==> src/rtl/br_resolve_pkg.sv <==
// Shared types and constants for the branch-resolution slice.
// Holds the FSM encoding, the prediction record layout and a saturating-increment helper.
package br_resolve_pkg;

    typedef enum logic {
        ST_RUN     = 1'b0,
        ST_RECOVER = 1'b1
    } state_e;

    localparam logic [31:0] FETCH_STRIDE = 32'd8;

    typedef struct packed {
        logic [31:0] fetch_pc;
        logic [31:0] pred_pc;
        logic        pred_taken;
    } pred_rec_t;

    function automatic logic [31:0] sat_inc(input logic [31:0] v);
        return (v == 32'hFFFF_FFFF) ? v : v + 32'd1;
    endfunction

endpackage

==> src/rtl/br_pred_fifo.sv <==
// Circular FIFO of in-flight prediction records with a flush that empties it.
// Pointers carry one extra wrap bit to tell full from empty.
module br_pred_fifo #(
    parameter int unsigned DEPTH = 8,
    parameter int unsigned WIDTH = 65
) (
    input  logic             clk,
    input  logic             rst,
    input  logic             i_flush,
    input  logic             i_push,
    input  logic [WIDTH-1:0] i_wdata,
    input  logic             i_pop,
    output logic [WIDTH-1:0] o_rdata,
    output logic             o_full,
    output logic             o_empty
);

    localparam int unsigned AW = $clog2(DEPTH);
    localparam logic [AW:0] PTR_ONE = {{AW{1'b0}}, 1'b1};

    logic [WIDTH-1:0] r_mem [DEPTH];
    logic [AW:0]      r_wr_ptr;
    logic [AW:0]      r_rd_ptr;
    logic             w_push;
    logic             w_pop;

    assign o_full  = (r_wr_ptr[AW-1:0] == r_rd_ptr[AW-1:0]) && (r_wr_ptr[AW] != r_rd_ptr[AW]);
    assign o_empty = (r_wr_ptr == r_rd_ptr);
    assign w_push  = i_push && !o_full;
    assign w_pop   = i_pop && !o_empty;
    assign o_rdata = r_mem[r_rd_ptr[AW-1:0]];

    always_ff @(posedge clk) begin
        if (rst || i_flush) begin
            r_wr_ptr <= '0;
            r_rd_ptr <= '0;
        end else begin
            if (w_push) r_wr_ptr <= r_wr_ptr + PTR_ONE;
            if (w_pop)  r_rd_ptr <= r_rd_ptr + PTR_ONE;
        end
    end

    // Storage is never reset; the pointers alone define what is valid.
    always_ff @(posedge clk) begin
        if (w_push && !i_flush) r_mem[r_wr_ptr[AW-1:0]] <= i_wdata;
    end

endmodule

==> src/rtl/br_resolve.sv <==
// Compares EX branch outcomes against queued predictions, emits predictor updates,
// redirects the front end on a target mispredict and keeps saturating statistics.
module br_resolve
    import br_resolve_pkg::*;
#(
    parameter int unsigned DEPTH = 8
) (
    input  logic        clk,
    input  logic        rst,
    input  logic        pred_valid,
    output logic        pred_ready,
    input  logic [31:0] pred_fetch_pc,
    input  logic [31:0] pred_pc,
    input  logic        pred_taken,
    input  logic        ex_valid,
    input  logic        ex_taken,
    input  logic [31:0] ex_tpc,
    output logic        fact_valid,
    output logic [31:0] fact_pc,
    output logic [31:0] fact_tpc,
    output logic        fact_taken,
    output logic        predict_dir_fail,
    output logic        predict_add_fail,
    output logic        redirect_valid,
    output logic [31:0] redirect_pc,
    output logic        err_underflow,
    output logic [31:0] cnt_total,
    output logic [31:0] cnt_dir_fail,
    output logic [31:0] cnt_add_fail
);

    state_e    r_state;
    pred_rec_t w_head;
    pred_rec_t w_wrec;
    logic      w_full;
    logic      w_empty;
    logic      w_pop;
    logic      w_push;
    logic      w_underflow;
    logic      w_dir_fail;
    logic      w_add_fail;
    logic      w_mispredict;
    logic [31:0] w_actual_next;

    assign w_pop         = ex_valid && !w_empty && (r_state == ST_RUN);
    assign w_underflow   = ex_valid && w_empty && (r_state == ST_RUN);
    assign w_actual_next = ex_taken ? ex_tpc : w_head.fetch_pc + FETCH_STRIDE;
    assign w_dir_fail    = w_head.pred_taken != ex_taken;
    assign w_add_fail    = w_head.pred_pc != w_actual_next;
    assign w_mispredict  = w_pop && w_add_fail;
    // A mispredicting pop flushes the queue, so any concurrent push is refused.
    assign pred_ready    = !w_full && (r_state == ST_RUN) && !w_mispredict;
    assign w_push        = pred_valid && pred_ready;
    assign w_wrec        = '{fetch_pc: pred_fetch_pc, pred_pc: pred_pc, pred_taken: pred_taken};

    br_pred_fifo #(
        .DEPTH (DEPTH),
        .WIDTH ($bits(pred_rec_t))
    ) u_fifo (
        .clk     (clk),
        .rst     (rst),
        .i_flush (w_mispredict),
        .i_push  (w_push),
        .i_wdata (w_wrec),
        .i_pop   (w_pop),
        .o_rdata (w_head),
        .o_full  (w_full),
        .o_empty (w_empty)
    );

    always_ff @(posedge clk) begin
        if (rst) begin
            r_state          <= ST_RUN;
            fact_valid       <= 1'b0;
            fact_pc          <= '0;
            fact_tpc         <= '0;
            fact_taken       <= 1'b0;
            predict_dir_fail <= 1'b0;
            predict_add_fail <= 1'b0;
            redirect_valid   <= 1'b0;
            redirect_pc      <= '0;
            err_underflow    <= 1'b0;
            cnt_total        <= '0;
            cnt_dir_fail     <= '0;
            cnt_add_fail     <= '0;
        end else begin
            fact_valid     <= w_pop;
            redirect_valid <= w_mispredict;
            if (w_pop) begin
                fact_pc          <= w_head.fetch_pc;
                fact_tpc         <= w_actual_next;
                fact_taken       <= ex_taken;
                predict_dir_fail <= w_dir_fail;
                predict_add_fail <= w_add_fail;
                cnt_total        <= sat_inc(cnt_total);
                if (w_dir_fail) cnt_dir_fail <= sat_inc(cnt_dir_fail);
                if (w_add_fail) cnt_add_fail <= sat_inc(cnt_add_fail);
            end
            if (w_mispredict) redirect_pc <= w_actual_next;
            if (w_underflow) err_underflow <= 1'b1;
            case (r_state)
                ST_RUN:     if (w_mispredict) r_state <= ST_RECOVER;
                ST_RECOVER: r_state <= ST_RUN;
                default:    r_state <= ST_RUN;
            endcase
        end
    end

endmodule

==> config.mk <==
export PLATFORM = sky130hd
export DESIGN_NAME = br_resolve
export DESIGN_NICKNAME = d
export VERILOG_FILES = /design/src/rtl/br_resolve_pkg.sv /design/src/rtl/br_pred_fifo.sv /design/src/rtl/br_resolve.sv
export SDC_FILE = /design/constraint.sdc
export NUM_CORES = 1
export LEC_CHECK = 0
export CAP_MARGIN = 15
export CORE_ASPECT_RATIO = 0.6
export CORE_MARGIN = 5
export CORE_UTILIZATION = 50
export DETAILED_ROUTE_END_ITERATION = 6
export MAX_ROUTING_LAYER = met4
export PLACE_DENSITY_LB_ADDON = 0.3
export SLEW_MARGIN = 20
export SYNTH_ARGS = -nofsm -noshare
export SYNTH_HDL_FRONTEND = slang
export SYNTH_HIERARCHICAL = 1
export SYNTH_SLANG_ARGS = --single-unit
export TNS_END_PERCENT = 20
==> constraint.sdc <==
create_clock -name clk -period 20.1 [get_ports clk]
set_input_delay 3.015 -clock clk [delete_from_list [all_inputs] [get_ports clk]]
set_output_delay 3.015 -clock clk [all_outputs]
set_load 0.02 [all_outputs]
==> results of run 1 <==
## per-stage QoR
stage,utilization (%),instance area (µm²),power (mW),setup slack [ns]
after CTS,60.1,36500,4.11,9.31
after floorplan,-,30600,2.44,8.58
after global routing,60.1,36500,4.25,8.98
after global placement,56.4,34300,2.82,9.26
final,60.1,36500,4.10,9.29
after detailed placement,56.4,34300,2.83,9.34
## routing by layer
layer  wire length (µm)  up-vias
met4               2250        0
met3               7540      127
met1              36900    10100
li1                   -     8726
met5                  0        -
met2              39400      814
## synthesized netlist by cell type (44+ instances only)
| cell type | count | share of area, % |
|---|---|---|
| edfxtp_1 | 520 | 51 |
| nand2_1 | 266 | 3.3 |
| dfxtp_1 | 210 | 14 |
| mux4_2 | 130 | 9.6 |
| nor2_1 | 130 | 1.6 |
| a21oi_1 | 129 | 2.1 |
| mux2_2 | 77 | 2.8 |
| clkbuf_1 | 73 | 0.90 |
| xor2_1 | 62 | 1.8 |
| xnor2_1 | 52 | 1.5 |
| o21ai_0 | 49 | 0.80 |
| nand4_1 | 44 | 0.90 |
## where the power goes
group	switching (mW)	internal (mW)
combinational	0.634	0.364
sequential	0.0568	1.76
clock	0.552	0.733
## worst max-delay path, cell delays in order
cell,delay (ns)
buf_2,0.08
buf_4,0.53
mux2i_1,0.46
xnor2_1,0.10
a2111oi_0,0.55
nand4_1,0.18
or4_1,0.56
or4_4,0.54
o31ai_4,0.22
buf_4,0.63
inv_4,0.06
nor3_2,0.20
clkdlybuf4s50_1,0.65
## cell type report
class | count | area [µm²]
flip-flops and latches | 730 | 19800
inverters | 29 | 111
fillers | 4649 | 24200
clock inverters | 30 | 313
multi-input cells | 1280 | 10100
clock buffers | 92 | 1900
diodes | 8 | 20.0
repair buffers | 330 | 3220
well taps | 828 | 1040
## cell families after synthesis
| logic type | count (synthesis) | share of synthesized area (%) |
|---|---|---|
| AND/OR/NAND/NOR | 674 | 10.7 |
| flip-flops | 730 | 64.8 |
| adder cells (fa/ha/maj) | 6 | 0.246 |
| buffers and inverters | 156 | 2.44 |
| multiplexers | 238 | 13.5 |
| XOR/XNOR | 118 | 3.50 |
| AO/OA/AOI/OAI | 244 | 4.82 |
## worst max-delay path by stage
stage	slack [ns]	end	start	depth (start not counted)
floorplan	8.58	u_fifo/r_mem[0][0]	ex_taken	15
global placement	9.26	pred_ready	ex_taken	13
detailed placement	9.34	pred_ready	ex_taken	13
CTS	9.31	pred_ready	ex_taken	13
global route	8.98	pred_ready	ex_taken	13
finish	9.29	pred_ready	ex_taken	13
## flip-flops by register name (all words and copies together) (netlist names), named ones only
signal	count
cnt_add_fail	32
cnt_dir_fail	32
cnt_total	32
err_underflow	1
fact_pc	32
fact_taken	1
fact_tpc	32
fact_valid	1
predict_add_fail	1
predict_dir_fail	1
r_state	1
redirect_pc	32
redirect_valid	1
u_fifo/r_mem	520
u_fifo/r_rd_ptr	4
u_fifo/r_wr_ptr	4
==> qor.yml, run 1 <==
clk_pin_slew_worst_paths_ns: 0.06
met3_usage_pct: 7.05
area_delta_synth_final_pct: 19.4
layout_common_cells: "edfxtp_1, clkdlybuf4s50_1, nand2_1, dfxtp_1, mux4_2"
r2r-end: "u_fifo/r_mem[7][6]"
cts_made_buffers: 67
min-delay-start: "fact_pc[14]"
timing.hold.ws_ns: 0.452
drive_above_1_share_pct: 15.1
rsz0062_at_grt: "false"
synth_fp_nets: 2274
die_y_um: 202
hpwl_mm: 57.7
maxSlewViolCount: 0
crit_path_max_fanout: 70
grt_max_degree: 101
syn_area_per_cell_um2: 14.1
finalCriticalPeriod_ns: 10.81
crit_arrival_ns: 7.80
tritoncts: "yes"
setup_viol: 0
hold_path_end: "fact_pc[14]"
synth_seq_area_share_pct: 64.8
outcome: "complete, no violations"
use_met1_pct: 36.9
port_buffers: 300
cts_buffer_depth: 3
rows: 70
ys_types: 76
cts.sinks: 730
worst_slew_pin_slew_ns: 1.02
grt_pass1_vias: 19200
synth_seq_cells: 730
worstSetupPathType: "in -> out"
root_buffer: "clkbuf_16"
clock_skew_ns: 0.0284
synth_edf_count: 520
routed_via_density: 5.95
max_freq_ghz: 0.0925
period_share_pct: 53.8
grt_overflow_total: 0
fp.dieArea_um2: 66400
p_per_area_nw_per_um2: 112
initialDrtViolationCount: 2100
ant_nets: 0
yosysWarnings: 6
ys.flop_type: "edfxtp_1"
endpoint_kind: "output port"
worst_setup_path_start_kind: "input pin"
ios: 301
grt.busiest_layer: "met2"
min_path_cells: 2
postCtsSetupRepairBufs: 0
layoutNonFillerInstCount: 3327
die_w_um: 329
htree_levels: 3
track_usage_pct: 26.2
ctsHoldBuffers: 0
core_um2: 60700
syn_area_um2: 30600
layout.nets: 2546
post-route-drc-count: 0
final_common_cell: "edfxtp_1"
relSlewSlack_pct: 32.2
antenna_found_initial: 8
leakage_nw: 11.6
dr_total_vias: 19800
tns_ns: 0
cts-resized-gates: 0
gp_congestion: 0.962
ir_drop_mv: 0.0653
async_flop_share_pct: 0
grt_first_pass_wirelength_mm: 126
grtUsageMet2_pct: 37.9
clk_latency_ns: 0.63
dp.cells: 3197
r2r_cells: 18
cp.required_ns: 17.09
drt_first_pass_iters: 5
max-cap-violations: 0
finalHoldViolCount: 0
wire_per_inst_um: 25.9
reg2reg_setup_slack_ns: 11.27
syn_inst: 2166
wirelength_mm: 86.0
min_path_type: "reg -> reg"
start_util_pct: 50.4
Note: power is estimated with default switching activity, not from simulation.
==> inputs of run 2 (changes only) <==
==> constraint.sdc (replaced) <==
create_clock -name clk -period 9 [get_ports clk]
set_input_delay 1.35 -clock clk [delete_from_list [all_inputs] [get_ports clk]]
set_output_delay 1.35 -clock clk [all_outputs]
set_load 0.02 [all_outputs]
==> run 2 against run 1 <==
Net effect: worst hold slack gained 0.0018 ns; register-to-register slack lost 9.5 ns; non-clock buffer count is the same; worst setup slack lost 8.2 ns; largest power group unchanged; highest routed layer unchanged.
==> qor.yml, run 2 (synthesis results as in run 1) <==
cp.required_ns: 7.65  # was 17.09 ns
ir_drop_mv: 0.174  # was 0.0653 mV
final_common_cell: "edfxtp_1"  # unchanged
fp.dieArea_um2: 66400  # unchanged
crit_arrival_ns: 6.52  # was 7.80 ns
fin_util_pct: 60.3  # was 60.1%
ios: 301  # unchanged
worst_setup_path_start_kind: "flip-flop"  # was input pin
finalCriticalPeriod_ns: 7.87
rsz0062_at_grt: "false"  # unchanged
maxSlewViolCount: 0  # unchanged
start_util_pct: 50.4  # unchanged
largest_reg_flops: 520  # unchanged
port_buffers: 300  # unchanged
min_path_type: "reg -> reg"  # unchanged
crit_path_max_fanout: 58  # was 70
routed_via_density: 5.95  # about the same
antenna_found_initial: 7  # was 8
root_buffer: "clkbuf_16"  # unchanged
setup_viol: 0  # unchanged
drive_above_1_share_pct: 15.0  # was 15.1%
postPlaceCellArea_um2: 34400  # was 34,300 µm²
clock_skew_ns: 0.0157  # was 0.0284 ns
max_freq_ghz: 0.127
period_share_pct: 87.4
regArea_um2: 19800  # unchanged
ant_nets: 0  # unchanged
clk_pin_slew_worst_paths_ns: 0.06  # about the same
area_delta_synth_final_pct: 19.6  # was 19.4%
post-route-drc-count: 0  # unchanged
ctsHoldBuffers: 0  # unchanged
wire_per_inst_um: 25.6  # was 25.9 µm
fillerInstances: 4602  # was 4,649
rows: 70  # unchanged
cts_made_buffers: 68  # was 67
grt_first_pass_wirelength_mm: 126  # about the same
layout.nets: 2547  # was 2,546
finalInstanceArea_um2: 36600  # was 36,500 µm²
total_power_mw: 9.13  # was 4.10 mW
drt_first_pass_iters: 5  # unchanged
die_w_um: 329  # unchanged
grt_overflow_total: 0  # unchanged
layout_common_cells: "edfxtp_1, clkdlybuf4s50_1, nand2_1, dfxtp_1, mux4_2"  # unchanged
leakage_nw: 11.5  # was 11.6 nW
tritoncts: "yes"  # unchanged
grt_pass1_vias: 18700  # was 19,200
finalHoldViolCount: 0  # unchanged
multiInputGateArea_um2: 10100  # unchanged
max-cap-violations: 0  # unchanged
p_per_area_nw_per_um2: 250  # was 112 nW/µm²
htree_levels: 3  # unchanged
cts.sinks: 730  # unchanged
die_y_um: 202  # unchanged
worst_slew_pin_slew_ns: 1.12  # was 1.02 ns
hpwl_mm: 56.7  # was 57.7 mm
cts-resized-gates: 0  # unchanged
core_um2: 60700  # unchanged
timing.hold.ws_ns: 0.454  # was 0.452 ns
clk_latency_ns: 0.61  # was 0.63 ns
grt_max_degree: 125  # was 101
initialDrtViolationCount: 2049  # was 2,100
gp_congestion: 0.987  # was 0.962
outcome: "complete, no violations"  # unchanged
endpoint_kind: "output port"  # unchanged
relSlewSlack_pct: 25.5  # was 32.2%
cts_buffer_depth: 3  # unchanged
dr_total_vias: 19800  # about the same
track_usage_pct: 26.0  # was 26.2%
postCtsSetupRepairBufs: 0  # unchanged
wirelength_mm: 85.3  # was 86.0 mm
worstSetupPathType: "reg -> out"  # was in -> out
run 2: final timing paths:
check,start,to,slack [ns],depth (start not counted)
min reg2reg,fact_tpc[6],fact_tpc[6],0.45,2
max reg2reg,flip-flop,u_fifo/r_mem[6][45],1.78,17
min,fact_tpc[6],fact_tpc[6],0.45,2
max,flip-flop,pred_ready,1.13,13
run 2: per-layer routing:
metal	GRT usage [%]	share of wire (%)	wire length [µm]	vias to the layer above
met5	-	0	0	-
met3	4.33	7.8	6620	111
met4	6.17	1.9	1640	0
met2	38.3	46	39300	840
met1	38.4	44	37700	10100
li1	-	-	-	8741
run 2: report_power, final:
part           total [mW]  leakage (nW)  switching, mW  internal, mW
Sequential           4.05          6.41          0.126          3.92
Clock                2.85          1.06           1.23          1.62
Combinational        2.23          4.08           1.41         0.820
run 2: area by class of cell:
class                           count  area share, %
Tap cell                          828           2.83
Clock buffer                       90           5.16
Sequential cell                   730           54.2
Clock inverter                     31          0.787
Inverter                           29          0.304
Multi-Input combinational cell   1280           27.5
Timing Repair Buffer              330           9.16
Antenna cell                        8         0.0547
run 2: worst max-delay path: stages (launching register included):
cell	delay (ns)
dfxtp_4	0.76
buf_12	0.44
mux4_2	0.32
mux2_2	0.21
nand4_1	0.52
nor4_1	0.68
mux2_2	0.40
nor4_1	0.29
nand4_1	0.13
or4_4	0.56
o31ai_4	0.30
inv_4	0.29
nor3_2	0.21
clkdlybuf4s50_1	0.67
run 2: stage by stage:
step,std cells,setup TNS [ns],setup slack [ns]
floorplan,2166,-292.31,-1.06
global placement,3197,0,1.85
detailed placement,3197,0,1.79
CTS,3318,0,1.12
global route,3325,0,0.761
finish,3326,0,1.13
==> inputs of run 3 (changes only) <==
--- a/config.mk
+++ b/config.mk
@@ -5,6 +5,7 @@
 export SDC_FILE = /design/constraint.sdc
 export NUM_CORES = 1
 export LEC_CHECK = 0
+export ABC_CLOCK_PERIOD_IN_PS = 9000
 export CAP_MARGIN = 15
 export CORE_ASPECT_RATIO = 0.6
 export CORE_MARGIN = 5
==> results of run 3 <==
The final DEF is identical to that of run 2; final timing and power are the same.
